--- src/rtl/hazard_ctrl.sv ---
// Pipeline hazard control for the 5-stage RV32I core.
// Produces stall/flush controls for the pipeline registers, EX operand
// forwarding selects, a sticky data-memory timeout flag and saturating
// stall/flush event counters.
//
// Handshake with data memory: an access is pending while the MEM stage holds a
// load or store (memreq). The access completes in any cycle where DMEM_READY is
// high together with memreq; until then the front of the pipeline is held and a
// bubble is fed into MEM/WB. If the wait reaches TIMEOUT cycles the access is
// abandoned, MEM_ERR latches and the pipeline is released.
module hazard_ctrl #(
    parameter int CNT_W   = 16,
    parameter int TIMEOUT = 64,
    parameter int TMO_W   = 7
) (
    input  logic             CLK,
    input  logic             RST,
    input  logic [4:0]       RS1_FD,
    input  logic [4:0]       RS2_FD,
    input  logic             USE_RS1_FD,
    input  logic             USE_RS2_FD,
    input  logic [4:0]       RS1_DE,
    input  logic [4:0]       RS2_DE,
    input  logic [4:0]       RD_DE,
    input  logic             RegWrite_DE,
    input  logic [1:0]       MemRead_DE,
    input  logic             BrTaken_E,
    input  logic [4:0]       RD_EM,
    input  logic             RegWrite_EM,
    input  logic [1:0]       MemRead_EM,
    input  logic             MemWrite_EM,
    input  logic             DMEM_READY,
    input  logic [4:0]       RD_MW,
    input  logic             RegWrite_MW,
    output logic             STALL_IF,
    output logic             STALL_FD,
    output logic             STALL_DE,
    output logic             STALL_EM,
    output logic             FLUSH_FD,
    output logic             FLUSH_DE,
    output logic             FLUSH_MW,
    output logic [1:0]       FWD_A,
    output logic [1:0]       FWD_B,
    output logic             MEM_ERR,
    output logic [CNT_W-1:0] STALL_CNT,
    output logic [CNT_W-1:0] FLUSH_CNT
);

    typedef enum logic {RUN = 1'b0, WAIT = 1'b1} state_t;

    state_t           state, state_nxt;
    logic [TMO_W-1:0] wait_cnt, wait_cnt_nxt, wait_idx;
    logic             memreq, miss, timeout, memwait, loaduse, err_set;

    assign memreq = (MemRead_EM != 2'b00) | MemWrite_EM;
    assign miss   = memreq & ~DMEM_READY;

    // wait_idx is the 1-based index of the current non-ready cycle; the first
    // cycle of a wait is seen in RUN, later ones in WAIT.
    assign wait_idx = (state == WAIT) ? wait_cnt + TMO_W'(1) : TMO_W'(1);
    assign timeout  = miss & (wait_idx == TMO_W'(TIMEOUT));
    // Reset releases the pipeline immediately even if the access is still pending.
    assign memwait  = miss & ~timeout & ~RST;

    assign loaduse = (MemRead_DE != 2'b00) & RegWrite_DE & (RD_DE != 5'd0) &
                     ((USE_RS1_FD & (RD_DE == RS1_FD)) |
                      (USE_RS2_FD & (RD_DE == RS2_FD)));

    // Wait FSM next state and wait counter
    always_comb begin
        state_nxt    = state;
        wait_cnt_nxt = wait_cnt;
        err_set      = 1'b0;
        if (timeout) begin
            state_nxt    = RUN;
            wait_cnt_nxt = '0;
            err_set      = 1'b1;
        end else if (miss) begin
            state_nxt    = WAIT;
            wait_cnt_nxt = wait_idx;
        end else begin
            state_nxt    = RUN;
            wait_cnt_nxt = '0;
        end
    end

    // FSM state, wait counter and sticky error register
    always_ff @(posedge CLK or posedge RST) begin
        if (RST) begin
            state    <= RUN;
            wait_cnt <= '0;
            MEM_ERR  <= 1'b0;
        end else begin
            state    <= state_nxt;
            wait_cnt <= wait_cnt_nxt;
            if (err_set) MEM_ERR <= 1'b1;
        end
    end

    // Stall/flush priority: memory wait, then taken branch, then load-use
    always_comb begin
        STALL_IF = 1'b0;
        STALL_FD = 1'b0;
        STALL_DE = 1'b0;
        STALL_EM = 1'b0;
        FLUSH_FD = 1'b0;
        FLUSH_DE = 1'b0;
        FLUSH_MW = 1'b0;
        if (memwait) begin
            STALL_IF = 1'b1;
            STALL_FD = 1'b1;
            STALL_DE = 1'b1;
            STALL_EM = 1'b1;
            FLUSH_MW = 1'b1;
        end else if (BrTaken_E) begin
            FLUSH_FD = 1'b1;
            FLUSH_DE = 1'b1;
        end else if (loaduse) begin
            STALL_IF = 1'b1;
            STALL_FD = 1'b1;
            FLUSH_DE = 1'b1;
        end
    end

    // EX operand forwarding: newest producer (EX/MEM) wins, x0 never forwarded
    always_comb begin
        FWD_A = 2'b00;
        FWD_B = 2'b00;
        if (RegWrite_EM && RD_EM != 5'd0 && RD_EM == RS1_DE)      FWD_A = 2'b01;
        else if (RegWrite_MW && RD_MW != 5'd0 && RD_MW == RS1_DE) FWD_A = 2'b10;
        if (RegWrite_EM && RD_EM != 5'd0 && RD_EM == RS2_DE)      FWD_B = 2'b01;
        else if (RegWrite_MW && RD_MW != 5'd0 && RD_MW == RS2_DE) FWD_B = 2'b10;
    end

    // Saturating stall and flush event counters
    always_ff @(posedge CLK or posedge RST) begin
        if (RST) begin
            STALL_CNT <= '0;
            FLUSH_CNT <= '0;
        end else begin
            if (STALL_IF && STALL_CNT != '1) STALL_CNT <= STALL_CNT + CNT_W'(1);
            if (FLUSH_FD && FLUSH_CNT != '1) FLUSH_CNT <= FLUSH_CNT + CNT_W'(1);
        end
    end

endmodule
--- config.mk ---
export PLATFORM = sky130hd
export DESIGN_NAME = hazard_ctrl
export DESIGN_NICKNAME = d
export VERILOG_FILES = /design/src/rtl/hazard_ctrl.sv
export SDC_FILE = /design/constraint.sdc
export NUM_CORES = 1
export LEC_CHECK = 0
export CAP_MARGIN = 20
export CORE_MARGIN = 5
export CORE_UTILIZATION = 48
export CTS_CLUSTER_SIZE = 24
export DETAILED_ROUTE_END_ITERATION = 8
export GPL_ROUTABILITY_DRIVEN = 0
export PLACE_DENSITY = 0.85
export SKIP_CTS_REPAIR_TIMING = 1
export SLEW_MARGIN = 10
export SYNTH_ARGS = -nofsm -noshare
export SYNTH_HDL_FRONTEND = slang
export SYNTH_SLANG_ARGS = --single-unit
--- constraint.sdc ---
create_clock -name CLK -period 5.7 [get_ports CLK]
set_input_delay 0.57 -clock CLK [delete_from_list [all_inputs] [get_ports CLK]]
set_output_delay 0.57 -clock CLK [all_outputs]
set_load 0.01 [all_outputs]
==> run summary <==
The starting density of the core came out at 0.497. The reg2reg setup slack came out at 3.19 ns. The share of Yosys cell area claimed by the top area cell type is 0.404. For the pin with the worst max-slew slack, the measured transition is 0.709 ns. The max-slew violation total from the final report came to 0. The leakage power came out at 1.47 nW. In this run, CTS created clock tree buffers numbering 5. By area the synthesized netlist is led by sky130_fd_sc_hd__dfrtp_1 (40%), sky130_fd_sc_hd__xnor2_1 (12%), sky130_fd_sc_hd__xor2_1 (9.7%). The HPWL after detailed placement is 4.91 mm.

The count of antenna diodes in the layout came out at 0. In this run the worst setup path begins at RD_DE[1]. The ratio of cells with drive above 1 in the final layout is 0.0597. The number of antenna violations at the first check in global routing is 0. The clock period minus final worst setup slack is 3.54 ns.

The maximum frequency from static timing analysis is 0.282 GHz. The wire length of the first global-routing pass is 10.4 mm. Along the worst path, the maximum fanout reaches 16. The number of placed I/O pins came out at 93. The count of clock tree sinks is 41. The count of buffers inserted at the top-level ports is 92. After detailed routing, the number of vias per cell comes to 5.32. The cell area power density is 257 nW/um^2. The number of nets at the end of the flow is 403. The setup TNS is 0 ns.

Dividing the final minimum period by the clock period gives 0.622. The die area came out at 6840 um^2. STA classifies the critical path startpoint as an input pin. The via count of the routed design came out at 2,245.

The class of the worst hold path is reg -> reg. For this run, the detailed router's first-pass iteration total came to 4. The number of synthesized register bits is 41. After global routing the overflow that remains totals 0. sky130_fd_sc_hd__dfrtp_1 takes more of the synthesized area than any other cell. The count of yosys warnings during synthesis came out at 0. The number of setup violations in the final report is 0. The count of fill cells added during filler insertion is 408. The data arrival time of the critical path is 2.97 ns. The placement row count came out at 26. Setup repair after global routing left no endpoint under its margin. The tree is rooted in a sky130_fd_sc_hd__clkbuf_8.

The max-cap violation count is 0. The number of nets in the synthesized netlist is 311. The synthesized cell area came out at 2540 um^2. Measured against its own limit, the worst slew margin works out to 0.526. STA puts the critical path data required time at 5.13 ns.

The H-tree depth reported by CTS came out at 2. The number of enable flip-flop cells after synthesis came out at 0. Following the worst setup path forward leads to its endpoint at STALL_FD. The final setup skew is 0.00512 ns. The register area came out at 1030 um^2. The flow ran to the end, and the final reports show no timing, DRC or antenna violations. The area of the core is 5110 um^2. The iteration-0 DRC count of the detailed router is 122. The x dimension of the die is 82.7 um. Summed over all layers, the routed wires come to 6.24 mm. The number of distinct library cell variants in the gate-level netlist after synthesis is 39. The type of destination of the critical path is an output port.

The most used flip-flop cell after synthesis is sky130_fd_sc_hd__dfrtp_1. TritonCTS built the clock tree. At the later pin of the worst-skew pair, clock insertion delay measures 0.29 ns.

Synthesis produced 259 cells. The global-route usage over all layers came out at 0.194. The worst register-to-register path begins at wait_cnt[0]. The worst-case setup margin in the final layout is 2.16 ns. The worst setup timing slack at the placement stage is 2.19 ns. The largest voltage drop on the vdd net is 0.157 mV. The number of hold violations in the final report came out at 0.

The area growth from synthesis to layout came out at 43.4%. The share of flip-flops with an asynchronous set or reset after synthesis is 1.00. Clock-pin slew was measured on the worst setup and hold paths at 0.08 ns.

Entering global routing, the biggest net connects 38 pins. For this run, design rule violations remaining after detail routing come to 0. No sink is reached through more buffers than the 2 on the longest clock path.

The count of antenna-violating nets left after detailed routing is 0. The worst register-to-register path ends at STALL_CNT[1]. The logic depth of the worst register-to-register path is 8. In the final layout, the multi-input gates occupy 1430 um^2. The worst setup path category is in -> out. The sequential share of the synthesized area came out at 0.404. The vertical die dimension came out at 82.7 um. The average cell area after synthesis is 9.80 um^2. The wire length per cell came out at 14.8 um. The number of global-route vias before repair came out at 2,251.
==> how the worst min path moves through the flow <==
stage               startpoint      end  slack, ns  depth (start not counted)
floorplan              MEM_ERR  MEM_ERR       0.49                          1
global placement       MEM_ERR  MEM_ERR       0.45                          1
detailed placement     MEM_ERR  MEM_ERR       0.45                          1
CTS                    MEM_ERR  MEM_ERR       0.47                          1
global route           MEM_ERR  MEM_ERR       0.49                          1
finish                 MEM_ERR  MEM_ERR       0.46                          1
==> state kept, by name, summed over array words and instances (netlist names) <==
signal / flops
FLUSH_CNT: 16
state: 1
wait_cnt: 7
MEM_ERR: 1
STALL_CNT: 16
==> where the power goes <==
| part | internal (W) | switching, W |
|---|---|---|
| Combinational | 0.000159 | 0.000111 |
| Clock | 0.000176 | 0.000105 |
| Sequential | 0.000332 | 0.0000527 |
==> cell usage in the layout, fill, tap and decap left out, types with 6 or more instances in the layout <==
cell type,count
sky130_fd_sc_hd__clkdlybuf4s50_1,92
sky130_fd_sc_hd__dfrtp_1,41
sky130_fd_sc_hd__xnor2_1,34
sky130_fd_sc_hd__xor2_1,28
sky130_fd_sc_hd__nand3_1,27
sky130_fd_sc_hd__nand2_1,21
sky130_fd_sc_hd__nor2_1,15
sky130_fd_sc_hd__a211oi_1,10
sky130_fd_sc_hd__nor3_1,6
sky130_fd_sc_hd__and2_1,6
sky130_fd_sc_hd__nor4_1,6
sky130_fd_sc_hd__inv_1,6
==> critical path, cell delays in order <==
cell and delay, ns:
sky130_fd_sc_hd__clkdlybuf4s50_1 0.46, sky130_fd_sc_hd__or4_1 0.55, sky130_fd_sc_hd__o221ai_1 0.19, sky130_fd_sc_hd__or3b_1 0.54, sky130_fd_sc_hd__nand2_1 0.16, sky130_fd_sc_hd__clkdlybuf4s50_1 0.51
==> routing by layer <==
| layer | track usage | share of wire | vias to the layer above |
|---|---|---|---|
| met3 | 0.0553 | 0.071 | 5 |
| met5 | 0 | 0 | - |
| met1 | 0.234 | 0.40 | 1080 |
| li1 | - | - | 1095 |
| met2 | 0.338 | 0.52 | 65 |
| met4 | 0.0490 | 0.0080 | 0 |
==> Yosys cell counts (2+ instances only) <==
cell and number:
sky130_fd_sc_hd__a211oi_1 10, sky130_fd_sc_hd__mux2_1 2, sky130_fd_sc_hd__nor2_1 15, sky130_fd_sc_hd__nor4_1 6, sky130_fd_sc_hd__nand2_1 21, sky130_fd_sc_hd__inv_1 6
sky130_fd_sc_hd__ha_1 3, sky130_fd_sc_hd__a31oi_1 2, sky130_fd_sc_hd__or4_1 5, sky130_fd_sc_hd__xor2_1 28, sky130_fd_sc_hd__o2111ai_1 2, sky130_fd_sc_hd__nand3_1 27
sky130_fd_sc_hd__a2111oi_2 4, sky130_fd_sc_hd__and4_1 2, sky130_fd_sc_hd__xnor2_1 34, sky130_fd_sc_hd__mux2_2 2, sky130_fd_sc_hd__nor2b_1 3, sky130_fd_sc_hd__nor3_1 6
sky130_fd_sc_hd__and2_1 6, sky130_fd_sc_hd__o21ai_0 2, sky130_fd_sc_hd__nand4_1 4, sky130_fd_sc_hd__buf_2 3, sky130_fd_sc_hd__and3_1 5, sky130_fd_sc_hd__or2_2 3
sky130_fd_sc_hd__buf_4 4, sky130_fd_sc_hd__dfrtp_1 41
==> cell type report <==
cell class,instances,area share
clock buffers,5,0.0189
clock inverters,3,0.0189
inverters,6,0.00619
multi-input cells,203,0.393
flip-flops and latches,41,0.282
well taps,70,0.0241
repair buffers,94,0.257
==> cells by family (layout without fill, tap and decap cells) <==
kind of cell | after synthesis | after routing | synth area share
adder cells (fa/ha/maj) | 3 | 3 | 0.0148
flip-flops | 41 | 41 | 0.404
buffers and inverters | 15 | 108 | 0.0325
XOR/XNOR | 62 | 62 | 0.214
AND/OR/NAND/NOR | 108 | 108 | 0.223
multiplexers | 4 | 4 | 0.0177
AO/OA/AOI/OAI | 26 | 26 | 0.0936
==> metrics by stage <==
step                 util  instance area, um^2  cells  hold WS [ns]  total power [W]
floorplan               -                 2540    259         0.493         0.000505
global placement    0.686                 3500    414         0.445         0.000655
detailed placement  0.686                 3500    414         0.453         0.000663
CTS                 0.713                 3640    422         0.473         0.000947
global route        0.713                 3640    422         0.492         0.000990
finish              0.713                 3640    422         0.465         0.000936
Power figures use the tool's default switching activity.
